[src/rtl/binoc_pkg.sv]
// Shared types for the BiNoC local injection NI: packet layout, lane state.
// Latency: n/a (types and constants only).
// Backpressure: n/a.
package binoc_pkg;

  localparam int PKT_W = 32;

  // Lane index used throughout the NI: lane 0 carries HP, lane 1 carries LP.
  localparam int LANE_HP = 0;
  localparam int LANE_LP = 1;

  // Bit layout of a packet, MSB first: [31:28] dst, [27:26] src_x,
  // [25:24] src_y, [23:20] seq, [19:0] payload.
  typedef struct packed {
    logic [3:0]  dst;
    logic [1:0]  src_x;
    logic [1:0]  src_y;
    logic [3:0]  seq;
    logic [19:0] payload;
  } binoc_packet_t;

  typedef enum logic {
    NI_IDLE = 1'b0,
    NI_REQ  = 1'b1
  } ni_state_e;

endpackage

[src/rtl/binoc_ni_inject_if.sv]
// Core-side offer and router-side HP/LP req/gnt bundle of the injection NI.
// Latency: n/a (wiring only).
// Backpressure: core_ready toward the core, gnt/full from the router.
// Modports: slave = the NI itself, master = the core plus router it talks to.
interface binoc_ni_inject_if;
  import binoc_pkg::*;

  logic             core_valid;
  logic             core_ready;
  logic             core_prio;
  logic [3:0]       core_dst;
  logic [19:0]      core_payload;
  logic             local_HP_input_req;
  logic             local_HP_input_gnt;
  logic             local_LP_input_req;
  logic             local_LP_input_gnt;
  logic             local_full_0;
  logic             local_full_1;
  logic [PKT_W-1:0] localPacket_0;
  logic [PKT_W-1:0] localPacket_1;

  modport slave (
    input  core_valid, core_prio, core_dst, core_payload,
    input  local_HP_input_gnt, local_LP_input_gnt, local_full_0, local_full_1,
    output core_ready, local_HP_input_req, local_LP_input_req,
    output localPacket_0, localPacket_1
  );

  modport master (
    output core_valid, core_prio, core_dst, core_payload,
    output local_HP_input_gnt, local_LP_input_gnt, local_full_0, local_full_1,
    input  core_ready, local_HP_input_req, local_LP_input_req,
    input  localPacket_0, localPacket_1
  );

endinterface

[src/rtl/binoc_ni_fifo.sv]
// Synchronous FIFO with combinational head (dout = oldest entry).
// Latency: a push is visible on dout/empty the cycle after its edge.
// Backpressure: push ignored when full, pop ignored when empty; both at once keep count.
// Ports: clk/rst, push/din write side, pop/dout read side, full/empty/count status.
module binoc_ni_fifo #(
  parameter int DEPTH = 4,
  parameter int W     = 32
) (
  input  logic                   clk,
  input  logic                   rst,
  input  logic                   push,
  input  logic                   pop,
  input  logic [W-1:0]           din,
  output logic [W-1:0]           dout,
  output logic                   full,
  output logic                   empty,
  output logic [$clog2(DEPTH):0] count
);
  localparam int AW = $clog2(DEPTH);
  localparam int CW = AW + 1;

  logic [W-1:0]  mem_q [DEPTH];
  logic [AW-1:0] wr_ptr_q, rd_ptr_q;
  logic [CW-1:0] count_q, count_d;
  logic          do_push, do_pop;

  assign full    = (count_q == CW'(DEPTH));
  assign empty   = (count_q == '0);
  assign count   = count_q;
  assign dout    = mem_q[rd_ptr_q];
  assign do_push = push && !full;
  assign do_pop  = pop && !empty;
  assign count_d = count_q + CW'(do_push) - CW'(do_pop);

  // DEPTH is a power of two, so the pointers wrap by plain overflow.
  always_ff @(posedge clk or posedge rst) begin
    if (rst) begin
      wr_ptr_q <= '0;
      rd_ptr_q <= '0;
      count_q  <= '0;
      for (int i = 0; i < DEPTH; i++) mem_q[i] <= '0;
    end else begin
      if (do_push) begin
        mem_q[wr_ptr_q] <= din;
        wr_ptr_q        <= wr_ptr_q + AW'(1);
      end
      if (do_pop) rd_ptr_q <= rd_ptr_q + AW'(1);
      count_q <= count_d;
    end
  end

endmodule

[src/rtl/binoc_ni_inject.sv]
// Local-port injection NI: formats core offers into packets, queues per priority, drives router req/gnt.
// Latency: push at edge t -> req and packet valid the following cycle; 1 packet/cycle per lane under gnt.
// Backpressure: core_ready = !full of the FIFO chosen by core_prio; req held until gnt regardless of full.
// Ports: clk, rst (async, active-high), ni (slave side of binoc_ni_inject_if).
// Optional: BINOC_NI_SEQ_EN inserts a per-lane 4-bit push counter into the seq field.
module binoc_ni_inject import binoc_pkg::*; #(
  parameter int         DEPTH = 4,
  parameter logic [1:0] SRC_X = 2'd0,
  parameter logic [1:0] SRC_Y = 2'd0
) (
  input  logic             clk,
  input  logic             rst,
  binoc_ni_inject_if.slave ni
);
  localparam int CW = $clog2(DEPTH) + 1;

  logic [1:0]       gnt, full_in, push, pop, req, fifo_full, fifo_empty;
  logic [PKT_W-1:0] fifo_dout [2];
  logic [PKT_W-1:0] pkt_out   [2];
  logic [CW-1:0]    fifo_count[2];
  logic             lane_sel;
  logic [3:0]       seq_cur;
  binoc_packet_t    pkt_fmt;

  assign gnt      = {ni.local_LP_input_gnt, ni.local_HP_input_gnt};
  assign full_in  = {ni.local_full_1, ni.local_full_0};
  assign lane_sel = !ni.core_prio;

  assign ni.core_ready = !fifo_full[lane_sel];
  assign push[LANE_HP] = ni.core_valid &&  ni.core_prio && !fifo_full[LANE_HP];
  assign push[LANE_LP] = ni.core_valid && !ni.core_prio && !fifo_full[LANE_LP];

`ifdef BINOC_NI_SEQ_EN
  // The stamped value is the count before this push, so the first packet carries 0.
  logic [3:0] seq_q [2];

  always_ff @(posedge clk or posedge rst) begin
    if (rst) begin
      for (int l = 0; l < 2; l++) seq_q[l] <= 4'h0;
    end else begin
      for (int l = 0; l < 2; l++) if (push[l]) seq_q[l] <= seq_q[l] + 4'd1;
    end
  end

  assign seq_cur = seq_q[lane_sel];
`else
  assign seq_cur = 4'h0;
`endif

  always_comb begin
    pkt_fmt         = '0;
    pkt_fmt.dst     = ni.core_dst;
    pkt_fmt.src_x   = SRC_X;
    pkt_fmt.src_y   = SRC_Y;
    pkt_fmt.seq     = seq_cur;
    pkt_fmt.payload = ni.core_payload;
  end

  for (genvar l = 0; l < 2; l++) begin : g_lane
    ni_state_e        state_q, state_d;
    logic [PKT_W-1:0] hold_q;
    logic             avail;

    binoc_ni_fifo #(.DEPTH(DEPTH), .W(PKT_W)) u_fifo (
      .clk   (clk),
      .rst   (rst),
      .push  (push[l]),
      .pop   (pop[l]),
      .din   (pkt_fmt),
      .dout  (fifo_dout[l]),
      .full  (fifo_full[l]),
      .empty (fifo_empty[l]),
      .count (fifo_count[l])
    );

    assign req[l] = (state_q == NI_REQ);
    assign pop[l] = req[l] && gnt[l];

    // FIFO occupancy after this edge's push/pop land. Looking ahead here lets
    // req rise the cycle right after a push and keeps a lane streaming while
    // gnt stays high.
    assign avail = push[l] || (fifo_count[l] > CW'(pop[l]));

    always_ff @(posedge clk or posedge rst) begin
      if (rst) state_q <= NI_IDLE;
      else     state_q <= state_d;
    end

    // A full that rises while requesting is not looked at until gnt arrives.
    always_comb begin
      state_d = state_q;
      case (state_q)
        NI_IDLE: if (avail && !full_in[l]) state_d = NI_REQ;
        NI_REQ:  if (gnt[l]) state_d = (avail && !full_in[l]) ? NI_REQ : NI_IDLE;
        default: state_d = NI_IDLE;
      endcase
    end

    // Keeps the last head on the output once the lane drains.
    always_ff @(posedge clk or posedge rst) begin
      if (rst)                 hold_q <= '0;
      else if (!fifo_empty[l]) hold_q <= fifo_dout[l];
    end

    assign pkt_out[l] = fifo_empty[l] ? hold_q : fifo_dout[l];
  end

  assign ni.local_HP_input_req = req[LANE_HP];
  assign ni.local_LP_input_req = req[LANE_LP];
  assign ni.localPacket_0      = pkt_out[LANE_HP];
  assign ni.localPacket_1      = pkt_out[LANE_LP];

endmodule

[src/flat_wrapper.sv]
// flat-port wrapper written by rule: the top's interface ports become plain ports
module binoc_ni_inject_flat import binoc_pkg::*;
#(
  parameter int         DEPTH = 4,
  parameter logic [1:0] SRC_X = 2'd0,
  parameter logic [1:0] SRC_Y = 2'd0
)
  (clk, rst, ni_core_valid, ni_core_prio, ni_core_dst, ni_core_payload, ni_local_HP_input_gnt, ni_local_LP_input_gnt, ni_local_full_0, ni_local_full_1, ni_core_ready, ni_local_HP_input_req, ni_local_LP_input_req, ni_localPacket_0, ni_localPacket_1);
  binoc_ni_inject_if ni_i ();
  input  logic clk;
  input  logic rst;
  input wire logic [$bits(ni_i.core_valid)-1:0] ni_core_valid;
  input wire logic [$bits(ni_i.core_prio)-1:0] ni_core_prio;
  input wire logic [$bits(ni_i.core_dst)-1:0] ni_core_dst;
  input wire logic [$bits(ni_i.core_payload)-1:0] ni_core_payload;
  input wire logic [$bits(ni_i.local_HP_input_gnt)-1:0] ni_local_HP_input_gnt;
  input wire logic [$bits(ni_i.local_LP_input_gnt)-1:0] ni_local_LP_input_gnt;
  input wire logic [$bits(ni_i.local_full_0)-1:0] ni_local_full_0;
  input wire logic [$bits(ni_i.local_full_1)-1:0] ni_local_full_1;
  output wire logic [$bits(ni_i.core_ready)-1:0] ni_core_ready;
  output wire logic [$bits(ni_i.local_HP_input_req)-1:0] ni_local_HP_input_req;
  output wire logic [$bits(ni_i.local_LP_input_req)-1:0] ni_local_LP_input_req;
  output wire logic [$bits(ni_i.localPacket_0)-1:0] ni_localPacket_0;
  output wire logic [$bits(ni_i.localPacket_1)-1:0] ni_localPacket_1;
  assign ni_i.core_valid = ni_core_valid;
  assign ni_i.core_prio = ni_core_prio;
  assign ni_i.core_dst = ni_core_dst;
  assign ni_i.core_payload = ni_core_payload;
  assign ni_i.local_HP_input_gnt = ni_local_HP_input_gnt;
  assign ni_i.local_LP_input_gnt = ni_local_LP_input_gnt;
  assign ni_i.local_full_0 = ni_local_full_0;
  assign ni_i.local_full_1 = ni_local_full_1;
  assign ni_core_ready = ni_i.core_ready;
  assign ni_local_HP_input_req = ni_i.local_HP_input_req;
  assign ni_local_LP_input_req = ni_i.local_LP_input_req;
  assign ni_localPacket_0 = ni_i.localPacket_0;
  assign ni_localPacket_1 = ni_i.localPacket_1;
  binoc_ni_inject #(.DEPTH(DEPTH), .SRC_X(SRC_X), .SRC_Y(SRC_Y)) u_core (.clk(clk), .rst(rst), .ni(ni_i));
endmodule
[config.mk]
export PLATFORM = sky130hd
export DESIGN_NAME = binoc_ni_inject_flat
export DESIGN_NICKNAME = d
export VERILOG_FILES = /design/src/rtl/binoc_pkg.sv /design/src/rtl/binoc_ni_inject_if.sv /design/src/rtl/binoc_ni_fifo.sv /design/src/rtl/binoc_ni_inject.sv /design/src/flat_wrapper.sv
export SDC_FILE = /design/constraint.sdc
export NUM_CORES = 1
export LEC_CHECK = 0
export ABC_AREA = 1
export CELL_PAD_IN_SITES_DETAIL_PLACEMENT = 1
export CELL_PAD_IN_SITES_GLOBAL_PLACEMENT = 2
export CORE_ASPECT_RATIO = 1.4
export CORE_MARGIN = 2
export CORE_UTILIZATION = 35
export CTS_CLUSTER_DIAMETER = 30
export DETAILED_ROUTE_END_ITERATION = 7
export HOLD_SLACK_MARGIN = 0.15
export PLACE_DENSITY_LB_ADDON = 0.1
export SYNTH_ARGS = -nofsm -noshare
export SYNTH_HDL_FRONTEND = slang
export SYNTH_SLANG_ARGS = --single-unit
[constraint.sdc]
create_clock -name clk -period 11.05 [get_ports clk]
set_input_delay 2.7625 -clock clk [delete_from_list [all_inputs] [get_ports clk]]
set_output_delay 2.7625 -clock clk [all_outputs]
set_load 0.02 [all_outputs]
* Word level (Yosys, flattened, before mapping) *
Cells that the tools add are included.

storage, ports and cells
  logic and storage cells = 91
  output and inout port bits = 67
  input port bits = 32
  bits in registers = 336

cells by class
  magnitude comparators = 9
  multiplexer cells = 22
  equal/unequal tests = 2
  bitwise operators = 6
  reductions and logical operators = 26
  add/sub/neg operators = 8

operators with widths
  kind                   count
  $bwmux W128            2
  $mux W32               8
  $bmux W32 S2           2
  $demux W32 S2          2
  $logic_and A1 B1 Y1    14
  $ge A3 B3 Y1 const B   4
  $not A2 Y3             4
  $add A2 B1 Y2 const B  4
  $logic_not A1 Y1       8
  $add A3 B1 Y3          2
  $eq A3 B3 Y1 const B   2
  $gt A3 B1 Y1           2
  $logic_not A3 Y1       2
  $lt A3 B1 Y1 const B   2
  $mux W1                6
  $sub A3 B1 Y3          2
  $pmux W1 S2            2
  $logic_or A1 B1 Y1     2
  $lt A1 B2 Y1 const B   1
  $not A1 Y1             2

* Longest topological paths before layout *
Gate-level depths: netlist of run 1.

  word-level depth = 8
  gate-level depth with buffers = 10
  depth with buffers taken out = 10

* By module *
A second synthesis of run 1 with hierarchy kept.

second synthesis, totals
  cells, all modules = 1850
  area, all modules = 16289.4 um2

by module, submodules not included
  module                                   times used  area an instance (um2)  cells an instance  sequential area each (um2)
  binoc_ni_fifo (u_core.g_lane[1].u_fifo)  1           6691.4                  836                3378.2
  binoc_ni_fifo (u_core.g_lane[0].u_fifo)  1           6690.2                  837                3378.2
  binoc_ni_inject                          1           2907.8                  177                1651.6

* Worst setup path before layout of run 1 *
No wires, ideal clock.

  kind = input to output
  start point = input port ni_core_prio
  end point = output port ni_core_ready
  stages = 1
  required time = 8288 ps
  data arrival time = 3127 ps
  path slack = 5160 ps
  cell sequence = mux2_2

on the way
  longest elaborated chain between the ends = 3

RTL lines
  element                                      line                   text
  start, declared                              flat_wrapper.sv:13     input wire logic [$bits(ni_i.core_prio)-1:0] ni_core_prio;
  $mux W1 (not written as such) (2 in series)  binoc_ni_inject.sv:29  assign ni.core_ready = !fifo_full[lane_sel];
  $logic_not A1 Y1                             binoc_ni_inject.sv:29
  end, declared                                flat_wrapper.sv:20     output wire logic [$bits(ni_i.core_ready)-1:0] ni_core_ready;

No other way between the ends. The select of a mux whose other input is x is not followed.

* Worst setup path in the final report of run 1 *
Ends and elaborated chain as after synthesis.

==> qor.yml, run 1 <==
run_status:
  status: "finished, final reports clean"
placement:
  port_buffers: 98
  hpwl_um: 23900
  placed_area_um2: 14800
  gp_congestion: 0.737
grt:
  grtUsageTotal_pct: 22.0
  grt_max_degree: 86
  grt_pass1_wl_um: 69900
  grt.overflow.total: 0
  antenna_found_initial: 2
  grt_pass1_vias: 12700
cts:
  holdBufCountCts: 0
  ctsHtreeMaxLevel: 3
  clk_latency_ps: 580
  cts-root-buf: "clkbuf_16"
  cts_resized: 0
  clk_pin_slew_ps: 40
  cts_buffers: 71
  clockBufferDepth: 3
  clock-sinks: 272
  cts_setup_buffers: 0
  cts_tree: "done"
detailed_routing:
  wl_per_cell_um: 17.7
  vias: 11900
  drt-pass1-iter-count: 5
  post_drt_via_cell_ratio: 4.88
  wl_um: 43000
  drtAntennaViolNets: 0
  drt_iter0_markers: 618
  route.detailed.drc: 0
synthesis:
  yosysSeqAreaShare_pct: 49.7
  ys_types: 23
  yosys.area.top_type: "dfrtp_1"
  ys_seq_elements: 272
  avgSynthCellArea_um2: 7.56
  yosys.area.top_type_share_pct: 49.7
  yosysWarnings: 0
  syn_nets: 1861
  ys_top_cells_by_area: "dfrtp_1 50%, nand2_1 22%, nand4_1 8.8%, inv_1 6.4%, nand3_1 3.7%"
  syn_area_um2: 13700
  syn_inst: 1809
die:
  die_w_um: 171
  dieArea_um2: 40700
  rows: 85
  ios: 99
  core_um2: 38500
  die_h_um: 238
  initial_core_util_pct: 35.5
power_and_ir_drop:
  power.internal_w: 0.00391
  p_sw_share_pct: 38.8
  switching_power_w: 0.00248
  peakVddDrop_mv: 0.166
  combPwrFrac_pct: 39.1
  power_frac_seq_pct: 26.0
  pwr_density_cell_nw_per_um2: 368
  pwr-share-clk_pct: 35.0
  leakagePower_nw: 9.25
layout:
  fin_area_um2: 17400
  drive_gt1_share_pct: 8.48
  area_growth_pct: 27.0
  nets: 1908
  layout_common_cells: "796 x nand2_1, 272 x dfrtp_1, 233 x inv_1"
  layout_commonest_cell: "nand2_1"
critical_path:
  crit_chain: "clkdlybuf4s50_1 > mux2_2 > clkdlybuf4s50_1"
  crit_fanout: 3
  critPathKind: "in2out"
  start_kind: "primary input"
  slowest_stage: "clkdlybuf4s50_1"
  rr_worst_depth: 9
  ff2ff_setup_slack_ps: 7710
  critPathCaptureType: "output pin"
  r2r_start: "u_core.g_lane[0].u_fifo.count[0]"
  r2r-end: "u_core.g_lane[0].u_fifo.count[2]"
  path_common_cell: "clkdlybuf4s50_1"
  slowest_delay_ps: 560
  cp.arrival_ps: 4220
  worstPathRequired_ps: 8290
hold_path:
  hp-start: "u_core.g_lane[1].u_fifo.mem_q[28]"
  hold_depth: 2
  hp-class: "reg2reg"
  whs_endpoint: "u_core.g_lane[1].u_fifo.mem_q[28]"
sta:
  period_minus_slack_ps: 6980
  finalCritPeriodShare_pct: 63.2
  drv_slew: 0
  rsz0062_at_grt: "no"
  worst_pin_slew_ps: 1110
  final-setup-viol-count: 0
  fmax_mhz: 143
  finClkSkew_ps: 13.5
  finalHoldViolCount: 0
  final.setup.tns_ps: 0
  timing.hold.ws_ps: 464
  relSlewSlack_pct: 25.7
run:
  cap_violations: 0
cells by family (layout without fill, tap and decap cells):
kind of cell             after synthesis  in the layout  share of synthesized area (%)
XOR/XNOR                               8              8                          0.512
multiplexers                           1              1                         0.0823
other                                  0              2                              0
AND/OR/NAND/NOR                     1118           1118                           35.6
AO/OA/AOI/OAI                          2              2                         0.0732
adder cells (fa/ha/maj)               20             20                           1.94
flip-flops                           272            272                           49.7
buffers and inverters                388            490                           12.1
synthesized netlist by cell type (all sizes together):
cell type and count:
buf 106, clkbuf 44, dfrtp 272, fa 2, ha 18, inv 238
mux2 1, nand2 798, nand3 108, nand4 192, nor2 20, o21ai 2
xnor2 3, xor2 5
worst max-delay path: cells and delay by family:
kind	cells	cell delay (ps)
buf+inv	2	1100
mux	1	360
worst max-delay path by stage:
stage | from | cells past startpoint | end | slack [ps]
4_1_cts | ni_core_prio | 3 | ni_core_ready | 4060
2_1_floorplan | rst | 1 | u_core.g_lane[0].hold_q[0] | 790
3_3_place_gp | ni_core_prio | 3 | ni_core_ready | 4070
5_1_grt | ni_core_prio | 3 | ni_core_ready | 4040
3_5_place_dp | ni_core_prio | 3 | ni_core_ready | 4060
6_report | ni_core_prio | 3 | ni_core_ready | 4070
per-layer routing:
metal  wire length (µm)  track usage, %  vias up
met2              21400            38.6      218
li1                   -               -     5740
met3               1630            3.88       67
met1              19000            27.3     5865
met4                893            6.91        0
met5                  0               0        -
cell type report:
type	instances	area [µm²]
clock inverters	27	459
flip-flops and latches	272	6810
fillers	4677	21100
inverters	238	901
well taps	522	653
repair buffers	124	1180
diodes	2	5.00
clock buffers	101	2140
multi-input cells	1149	5230
registers in the layout (all words and copies together) (netlist names):
signal / cells
u_core.g_lane.u_fifo.mem_q: 192
u_core.g_lane.hold_q: 64
u_core.g_lane.u_fifo.count: 6
u_core.g_lane.u_fifo.rd_ptr_q: 4
u_core.g_lane.u_fifo.wr_ptr_q: 4
u_core.ni.local_HP_input_req: 1
u_core.ni.local_LP_input_req: 1
power by group through the flow:
stage	sequential (W)	combinational (W)	clock (W)
after floorplan	0.00162	0.00167	0
after global placement	0.00165	0.00248	0
after detailed placement	0.00167	0.00254	0
after CTS	0.00166	0.00256	0.00228
after global routing	0.00171	0.00283	0.00234
final	0.00166	0.00250	0.00223
metrics by stage:
stage	setup WS (ps)	util [%]	cells	total power [W]
floorplan	792	-	1809	0.00329
global placement	4070	38.4	2305	0.00413
detailed placement	4060	38.4	2305	0.00420
CTS	4060	45.1	2433	0.00649
global route	4040	45.1	2435	0.00688
finish	4070	45.1	2435	0.00639
(Power assumes the default switching activity.)
==> run 2: changes to the inputs <==
==> constraint.sdc (replaced) <==
create_clock -name clk -period 7.1 [get_ports clk]
set_input_delay 1.775 -clock clk [delete_from_list [all_inputs] [get_ports clk]]
set_output_delay 1.775 -clock clk [all_outputs]
set_load 0.02 [all_outputs]
==> run 2 against run 1 <==
  * Die area unchanged
  * Sequential cell count is the same
  * Critical path depth rose by 5
  * Non-clock buffer count shrank 3
  * Final area decreased by 1.1%
  * Worst setup slack worse by 2000 ps
  * Cell count fell by 0.33%
  * Utilization shrank 0.50 points
  * Critical endpoint is now ni_localPacket_1[9]
==> qor.yml, run 2 (same netlist as run 1, synthesis figures left out) <==
power_and_ir_drop:
  pwr_density_cell_nw_per_um2: 565  # was 368 nW/µm²
  peakVddDrop_mv: 0.307  # was 0.166 mV
  leakagePower_nw: 9.15  # was 9.25 nW
die:
  die_w_um: 171  # unchanged
  initial_core_util_pct: 35.5  # unchanged
  dieArea_um2: 40700  # unchanged
  ios: 99  # unchanged
  core_um2: 38500  # unchanged
  rows: 85  # unchanged
  die_h_um: 238  # unchanged
sta:
  relSlewSlack_pct: 22.9  # was 25.7%
  timing.hold.ws_ps: 463  # was 464 ps
  period_minus_slack_ps: 5040
  fmax_mhz: 199
  rsz0062_at_grt: "no"  # unchanged
  worst_pin_slew_ps: 1150  # was 1110 ps
  final.setup.tns_ps: 0  # unchanged
  finalCritPeriodShare_pct: 70.9
  finClkSkew_ps: 11.4  # was 13.5 ps
  finalHoldViolCount: 0  # unchanged
  setup_slack_ps: 2060  # was 4070 ps
  final-setup-viol-count: 0  # unchanged
  drv_slew: 0  # unchanged
grt:
  grt.overflow.total: 0  # unchanged
  grtUsageTotal_pct: 22.5  # was 22.0%
  grt_pass1_vias: 12800  # was 12700
  antenna_found_initial: 0  # was 2
  top_usage_layer: "met2"  # unchanged
  grt_max_degree: 144  # was 86
  grt_pass1_wl_um: 70800  # was 69900 µm
  met1_usage_pct: 27.2  # was 27.3%
  grtUsageMet3_pct: 3.22  # was 3.88%
  grt_use_met2_pct: 40.4  # was 38.6%
layout:
  final_cells: 2427  # was 2435
  layout_common_cells: "796 x nand2_1, 272 x dfrtp_1, 233 x inv_1"  # unchanged
  area_growth_pct: 25.6  # was 27.0%
  nets: 1904  # was 1908
  largest_reg_flops: 192  # unchanged
  largest-register: "u_core.g_lane.u_fifo.mem_q"  # unchanged
  drive_gt1_share_pct: 8.29  # was 8.48%
  n_antenna_cell: 0  # was 2
  layout_commonest_cell: "nand2_1"  # unchanged
detailed_routing:
  drt_iter0_markers: 635  # was 618
  drt-pass1-iter-count: 4  # was 5
  drtAntennaViolNets: 0  # unchanged
  route.detailed.drc: 0  # unchanged
  wl_um: 43400  # was 43000 µm
  wl_per_cell_um: 17.9  # was 17.7 µm
  vias: 11900  # about the same
  post_drt_via_cell_ratio: 4.90  # was 4.88
critical_path:
  worstPathRequired_ps: 5330  # was 8290 ps
  cp.arrival_ps: 3260  # was 4220 ps
  critPathCaptureType: "output pin"  # unchanged
  start_kind: "flip-flop"  # was primary input
  crit_fanout: 50  # was 3
  critPathKind: "reg2out"  # was in2out
run:
  cap_violations: 0  # unchanged
hold_path:
  hp-class: "reg2reg"  # unchanged
placement:
  port_buffers: 98  # unchanged
  place_inst: 2302  # was 2305
  hpwl_um: 24200  # was 23900 µm
  gp_congestion: 0.738  # was 0.737
  dp_slack_ps: 2110  # was 4060 ps
cts:
  clock-sinks: 272  # unchanged
  holdBufCountCts: 0  # unchanged
  cts_setup_buffers: 0  # unchanged
  cts_buffers: 70  # was 71
  clk_pin_slew_ps: 40  # about the same
  clockBufferDepth: 3  # unchanged
  ctsHtreeMaxLevel: 3  # unchanged
  cts-root-buf: "clkbuf_16"  # unchanged
  cts_resized: 0  # unchanged
  clk_latency_ps: 570  # was 580 ps
  cts_tree: "done"  # unchanged
run_status:
  status: "finished, final reports clean"  # unchanged
run 2: cell types whose count changed in the layout (fill, tap and decap cells not counted), moves of 3 or more:
cell / previous run / this run
clkinv_8: 0 / 3
bufinv_16: 12 / 9
clkbuf_8: 17 / 10
clkbuf_16: 75 / 70
buf_4: 26 / 21
clkinv_2: 7 / 14
clkinv_4: 0 / 3
run 2: stage by stage:
step,total power [W],utilization (%),instance area [µm²]
CTS,0.00986,44.6,17200
floorplan,0.00512,-,13700
global placement,0.00644,38.4,14800
global route,0.0105,44.6,17200
detailed placement,0.00655,38.4,14800
finish,0.00970,44.6,17200
run 2: where the power goes:
part	switching (W)	internal (W)	total [W]
Clock	0.000991	0.00224	0.00323
Combinational	0.00257	0.00133	0.00389
Sequential	0.000329	0.00225	0.00258
run 2: worst paths after layout:
check | end | slack [ps] | from | depth (start not counted)
worst max-delay path | ni_localPacket_1[9] | 2060 | u_core.g_lane[1].u_fifo.rd_ptr_q[0] | 8
worst min-delay path | u_core.g_lane[1].u_fifo.mem_q[47] | 460 | u_core.g_lane[1].u_fifo.mem_q[47] | 2
min in group asynchronous | u_core.g_lane[1].u_fifo.mem_q[43] | 1700 | rst | 2
worst max register to register | u_core.g_lane[0].u_fifo.count[2] | 3660 | u_core.g_lane[0].u_fifo.count[1] | 9
worst min register to register | u_core.g_lane[1].u_fifo.mem_q[47] | 460 | u_core.g_lane[1].u_fifo.mem_q[47] | 2
max in group asynchronous | u_core.g_lane[0].u_fifo.mem_q[37] | 4120 | rst | 3
run 2: cell type report:
cell class / count / area (µm²)
Multi-Input combinational cell: 1149 / 5240
Fill cell: 4652 / 21300
Sequential cell: 272 / 6810
Timing Repair Buffer: 121 / 1180
Clock buffer: 89 / 1920
Inverter: 238 / 897
Tap cell: 522 / 653
Clock inverter: 36 / 485
run 2: worst max-delay path: stages (launching register included):
cell             delay [ps]
dfrtp_1                 320
buf_4                   530
inv_2                   600
nand2_1                 180
nand3_1                 130
nand2_1                 130
nand2_1                  70
nand2_1                 100
clkdlybuf4s50_1         600
run 2: layer usage:
layer  wire length, µm  part of all wire, %  vias up
met2             22200                   51      222
met1             18600                   43     5853
met5                 0                    0        -
met4               962                  2.2        0
li1                  -                    -     5733
met3              1570                  3.6       73
